===== src/rtl/ast_packet_mux.sv =====
// rtl/ast_packet_mux.sv - round-robin, packet-granular Avalon-ST multiplexer with registered output
module ast_packet_mux #(
    parameter int DATA_WIDTH    = 64,
    parameter int EMPTY_WIDTH   = 3,
    parameter int CHANNEL_WIDTH = 8,
    parameter int RX_DIR        = 4,
    parameter int DIR_SEL_WIDTH = 2
) (
    input  logic                              clk,
    input  logic                              srst,
    input  logic [RX_DIR*DATA_WIDTH-1:0]      ast_data_i,
    input  logic [RX_DIR-1:0]                 ast_startofpacket_i,
    input  logic [RX_DIR-1:0]                 ast_endofpacket_i,
    input  logic [RX_DIR-1:0]                 ast_valid_i,
    input  logic [RX_DIR*EMPTY_WIDTH-1:0]     ast_empty_i,
    input  logic [RX_DIR*CHANNEL_WIDTH-1:0]   ast_channel_i,
    output logic [RX_DIR-1:0]                 ast_ready_o,
    output logic [DATA_WIDTH-1:0]             ast_data_o,
    output logic                              ast_startofpacket_o,
    output logic                              ast_endofpacket_o,
    output logic                              ast_valid_o,
    output logic [EMPTY_WIDTH-1:0]            ast_empty_o,
    output logic [CHANNEL_WIDTH-1:0]          ast_channel_o,
    output logic [DIR_SEL_WIDTH-1:0]          dir_o,
    input  logic                              ast_ready_i
);
    typedef enum logic {ST_IDLE = 1'b0, ST_BUSY = 1'b1} state_t;

    state_t                     r_state;
    state_t                     w_state_nxt;
    logic [DIR_SEL_WIDTH-1:0]   r_sel;
    logic [DIR_SEL_WIDTH-1:0]   r_last_grant;
    logic [DIR_SEL_WIDTH-1:0]   w_pick;
    logic [DIR_SEL_WIDTH-1:0]   w_cand;
    logic                       w_pick_vld;
    logic                       w_accept;

    logic [DATA_WIDTH-1:0]      w_sel_data;
    logic [EMPTY_WIDTH-1:0]     w_sel_empty;
    logic [CHANNEL_WIDTH-1:0]   w_sel_channel;

    logic [DATA_WIDTH-1:0]      r_data;
    logic                       r_sop;
    logic                       r_eop;
    logic                       r_valid;
    logic [EMPTY_WIDTH-1:0]     r_empty;
    logic [CHANNEL_WIDTH-1:0]   r_channel;
    logic [DIR_SEL_WIDTH-1:0]   r_dir;

    assign w_sel_data    = ast_data_i[r_sel*DATA_WIDTH +: DATA_WIDTH];
    assign w_sel_empty   = ast_empty_i[r_sel*EMPTY_WIDTH +: EMPTY_WIDTH];
    assign w_sel_channel = ast_channel_i[r_sel*CHANNEL_WIDTH +: CHANNEL_WIDTH];

    // Scan starts just after the last winner so every input gets a turn.
    always_comb begin
        w_pick     = '0;
        w_pick_vld = 1'b0;
        w_cand     = '0;
        for (int k = 1; k <= RX_DIR; k++) begin
            w_cand = DIR_SEL_WIDTH'((int'(r_last_grant) + k) % RX_DIR);
            if (!w_pick_vld && ast_valid_i[w_cand] && ast_startofpacket_i[w_cand]) begin
                w_pick_vld = 1'b1;
                w_pick     = w_cand;
            end
        end
    end

    assign w_accept = (r_state == ST_BUSY) && ast_valid_i[r_sel] && ast_ready_o[r_sel];

    always_ff @(posedge clk) begin
        if (srst) begin
            r_state <= ST_IDLE;
        end else begin
            r_state <= w_state_nxt;
        end
    end

    always_comb begin
        w_state_nxt = r_state;
        case (r_state)
            ST_IDLE: if (w_pick_vld) w_state_nxt = ST_BUSY;
            ST_BUSY: if (w_accept && ast_endofpacket_i[r_sel]) w_state_nxt = ST_IDLE;
            default: w_state_nxt = ST_IDLE;
        endcase
    end

    // In IDLE only beats without SOP are taken, and only to be discarded.
    always_comb begin
        ast_ready_o = '0;
        if (!srst) begin
            case (r_state)
                ST_IDLE: ast_ready_o = ast_valid_i & ~ast_startofpacket_i;
                ST_BUSY: ast_ready_o[r_sel] = !r_valid || ast_ready_i;
                default: ast_ready_o = '0;
            endcase
        end
    end

    always_ff @(posedge clk) begin
        if (srst) begin
            r_sel        <= '0;
            r_last_grant <= DIR_SEL_WIDTH'(RX_DIR - 1);
        end else if (r_state == ST_IDLE && w_pick_vld) begin
            r_sel        <= w_pick;
            r_last_grant <= w_pick;
        end
    end

    always_ff @(posedge clk) begin
        if (srst) begin
            r_data    <= '0;
            r_sop     <= 1'b0;
            r_eop     <= 1'b0;
            r_valid   <= 1'b0;
            r_empty   <= '0;
            r_channel <= '0;
            r_dir     <= '0;
        end else if (w_accept) begin
            r_data    <= w_sel_data;
            r_sop     <= ast_startofpacket_i[r_sel];
            r_eop     <= ast_endofpacket_i[r_sel];
            r_valid   <= 1'b1;
            r_empty   <= ast_endofpacket_i[r_sel] ? w_sel_empty : '0;
            r_channel <= w_sel_channel;
            r_dir     <= r_sel;
        end else if (ast_ready_i) begin
            r_valid   <= 1'b0;
        end
    end

    assign ast_data_o          = r_data;
    assign ast_startofpacket_o = r_sop;
    assign ast_endofpacket_o   = r_eop;
    assign ast_valid_o         = r_valid;
    assign ast_empty_o         = r_empty;
    assign ast_channel_o       = r_channel;
    assign dir_o               = r_dir;
endmodule


===== config.mk =====
export PLATFORM = sky130hd
export DESIGN_NAME = ast_packet_mux
export DESIGN_NICKNAME = d
export VERILOG_FILES = /design/src/rtl/ast_packet_mux.sv
export SDC_FILE = /design/constraint.sdc
export NUM_CORES = 1
export LEC_CHECK = 0
export BUFFER_PORTS_ARGS = -buffer_cell sky130_fd_sc_hd__buf_4
export CELL_PAD_IN_SITES_DETAIL_PLACEMENT = 1
export CELL_PAD_IN_SITES_GLOBAL_PLACEMENT = 2
export CORE_MARGIN = 8
export CORE_UTILIZATION = 21
export CTS_CLUSTER_DIAMETER = 200
export CTS_CLUSTER_SIZE = 28
export DETAILED_ROUTE_END_ITERATION = 7
export PLACE_DENSITY_LB_ADDON = 0.05
export SLEW_MARGIN = 20
export SYNTH_ARGS = -nofsm -noshare
export SYNTH_HDL_FRONTEND = slang
export SYNTH_SLANG_ARGS = --single-unit

===== constraint.sdc =====
create_clock -name clk -period 2.2 [get_ports clk]
set_input_delay 0.44 -clock clk [delete_from_list [all_inputs] [get_ports clk]]
set_output_delay 0.44 -clock clk [all_outputs]
set_load 0.01 [all_outputs]

==> results.json <==
{
  "status": "finished clean",
  "postLayoutCellArea_mm2": 0.00871,
  "clk_pin_slew_worst_paths_ns": 0.07,
  "cts_root_buf": "clkbuf_16",
  "cts.htree.levels": 3,
  "leakagePower_uw": 0.00365,
  "io_buffers": 398,
  "slew_headroom_pct": 71.8,
  "post_cts_buffers": 0,
  "grt_max_degree": 89,
  "timing.critical_path.from_type": "flip-flop",
  "crit_type": "flip-flop to output pin",
  "detailed_place_hpwl_um": 20600,
  "viasPerCell": 4.61,
  "endpoint_kind": "output pin",
  "grt_setup_unrepaired": "false",
  "p_int_uw": 3990,
  "wl_per_cell_um": 21.0,
  "drc": 0,
  "power_frac_clock_pct": 34.2,
  "peakVddDrop_mv": 0.268,
  "fin_total_pwr_uw": 5490,
  "ios": 399,
  "nFillCells": 2756,
  "clock_skew_ns": 0.00967,
  "switching_share_pct": 27.4,
  "drt-initial-drc-count": 206,
  "antenna_left": 0,
  "hold_buffers": 0,
  "pwr-share-comb_pct": 34.1,
  "numCtsBuffers": 9,
  "dieArea_mm2": 0.0289,
  "floorplan.initialDensity_pct": 21.3,
  "fp.coreArea_mm2": 0.0234,
  "num-nets-final": 1187,
  "die_h_um": 170,
  "startpoint": "r_sel[1]",
  "critPathRequiredTime_ns": 1.76,
  "r2r-start": "r_sel[0]",
  "synth_seq_cells": 85,
  "clk_latency_ns": 0.34,
  "wirelength_um": 25200,
  "maxCapViolCount": 0,
  "finalMaxSlewViolations": 0,
  "min_period_over_period_pct": 90.3,
  "gp_congestion": 0.916,
  "track_usage_pct": 16.6,
  "fin_cells": 1197,
  "ys.warnings.count": 0,
  "final_layout_size_suffix_gt1_share_pct": 58.0,
  "syn_area_mm2": 0.00498,
  "rows": 56,
  "antenna_found_initial": 1,
  "hp-class": "flip-flop to flip-flop",
  "finalHoldViolations": 0,
  "period_minus_slack_ns": 1.99,
  "ys_types": 33,
  "ys_seq_area_share_pct": 34.2,
  "syn_inst": 497,
  "grt_pass1_wl_um": 36500,
  "tritoncts": "done",
  "cp_data_arrival_time_ns": 1.55,
  "gr-total-overflow": 0,
  "min-delay-start": "ast_data_o[42]",
  "die_w_um": 170,
  "finalSetupTns_ns": 0,
  "numClockSinks": 85,
  "setup_viol": 0,
  "avgSynthCellArea_um2": 10.0,
  "switching_power_uw": 1500,
  "synthesis.nets": 812,
  "p_per_area_mw_per_mm2": 631,
  "multiInputGateArea_mm2": 0.00306,
  "vias": 5524,
  "detailed_place.area_mm2": 0.00833,
  "drtPass1Iterations": 6,
  "grt_pass1_vias": 6100,
  "path_max_fanout": 62,
  "area_growth_syn_to_layout_pct": 74.8,
  "dp_cells": 1180,
  "tightest_slew_ns": 0.422,
  "seqCellArea_mm2": 0.00171,
  "fmax_ghz": 0.503,
  "p_seq_share_pct": 31.7,
  "clk_path_buf_depth": 2,
  "post_cts_resized": 0
}
final timing paths:
path	cells past startpoint	endpoint	slack, ns
worst max-delay path	5	ast_ready_o[0]	0.21
worst max register to register	5	r_state	0.34
worst min-delay path	2	ast_data_o[42]	0.45
worst min register to register	2	ast_data_o[42]	0.45
worst max-delay path: stages (launching register included):
cell and delay (ns):
dfxtp_4 0.36, buf_12 0.20, nor4bb_1 0.33, a21oi_1 0.07, nor2_1 0.09, buf_4 0.14
metal layers:
metal	vias to the layer above	global-route usage, %	wire [um]
met5	-	0	0
met1	2685	17.6	9100
met4	0	5.07	490
met3	23	5.24	2110
met2	230	30.9	13500
li1	2586	-	-
Yosys cell counts:
master     instances  area (um2)
buf_4              1        7.51
nand2b_1           1        6.26
buf_1              8        30.0
buf_2             24         120
o21ai_0            2        10.0
dfxtp_1           85        1700
nand2_1          164         616
and2_1             1        6.26
buf_6              2        22.5
nand4_1            3        18.8
a22o_1             1        8.76
o31ai_1            2        15.0
nor2_1             6        22.5
mux4_2            78        1760
a31o_1             1        8.76
o41ai_1            1        8.76
and4_1             1        8.76
and3b_1            1        8.76
o221ai_1           1        8.76
o221a_2            1        11.3
a21oi_1           86         430
nand4b_1           2        17.5
clkbuf_1          11        41.3
o311a_1            1        10.0
o2111ai_1          1        8.76
a22oi_1            1        7.51
a31oi_1            1        6.26
a221o_1            1        10.0
o22ai_1            1        6.26
nand3_1            5        25.0
inv_1              1        3.75
a31o_2             1        8.76
nor4bb_1           1        10.0
layout by cell type (no fill, tap or decap), drive strengths merged, types with 2 or more instances in the layout:
| master | instances |
|---|---|
| a21oi | 86 |
| a31o | 2 |
| buf | 410 |
| bufinv | 4 |
| clkbuf | 10 |
| clkinv | 2 |
| dfxtp | 85 |
| mux4 | 78 |
| nand2 | 164 |
| nand3 | 5 |
| nand4 | 3 |
| nand4b | 2 |
| nor2 | 6 |
| o21ai | 2 |
| o31ai | 2 |
state kept, by name, indices dropped and copies added, names as in the netlist:
| name | cells |
|---|---|
| r_sel | 2 |
| ast_valid_o | 1 |
| ast_endofpacket_o | 1 |
| dir_o | 2 |
| r_last_grant | 2 |
| ast_channel_o | 8 |
| ast_empty_o | 3 |
| ast_startofpacket_o | 1 |
| r_state | 1 |
| ast_data_o | 64 |
area by class of cell:
type / instances / area share (%)
inverters: 1 / 0.0431
well taps: 319 / 4.58
multi-input cells: 365 / 35.1
clock buffers: 10 / 2.74
diodes: 1 / 0.0287
repair buffers: 410 / 36.3
flip-flops and latches: 85 / 19.6
clock inverters: 6 / 1.54
kinds of logic (layout without fill, tap and decap cells):
logic type	after synthesis	in the layout	synth area share [%]
and+or+nand+nor	185	185	14.8
AOI/OAI and AO/OA	102	102	11.2
DFF	85	85	34.2
muxes	78	78	35.3
buffers and inverters	47	427	4.52
other	0	1	0
power groups by stage:
stage / sequential [uW] / clock (uW) / combinational [uW]
floorplan: 1790 / 0 / 974
global placement: 1770 / 0 / 1900
detailed placement: 1780 / 0 / 1920
CTS: 1740 / 1950 / 1920
global route: 1760 / 2020 / 2040
finish: 1740 / 1880 / 1870
per-stage QoR:
stage | setup slack [ns] | hold slack [ns] | util (%)
4_1_cts | 0.148 | 0.457 | 37.2
3_5_place_dp | 0.299 | 0.448 | 35.6
5_1_grt | 0.100 | 0.471 | 37.2
2_1_floorplan | 0.491 | 0.481 | -
6_report | 0.213 | 0.453 | 37.2
3_3_place_gp | 0.318 | 0.444 | 35.6
(Power assumes the default switching activity.)
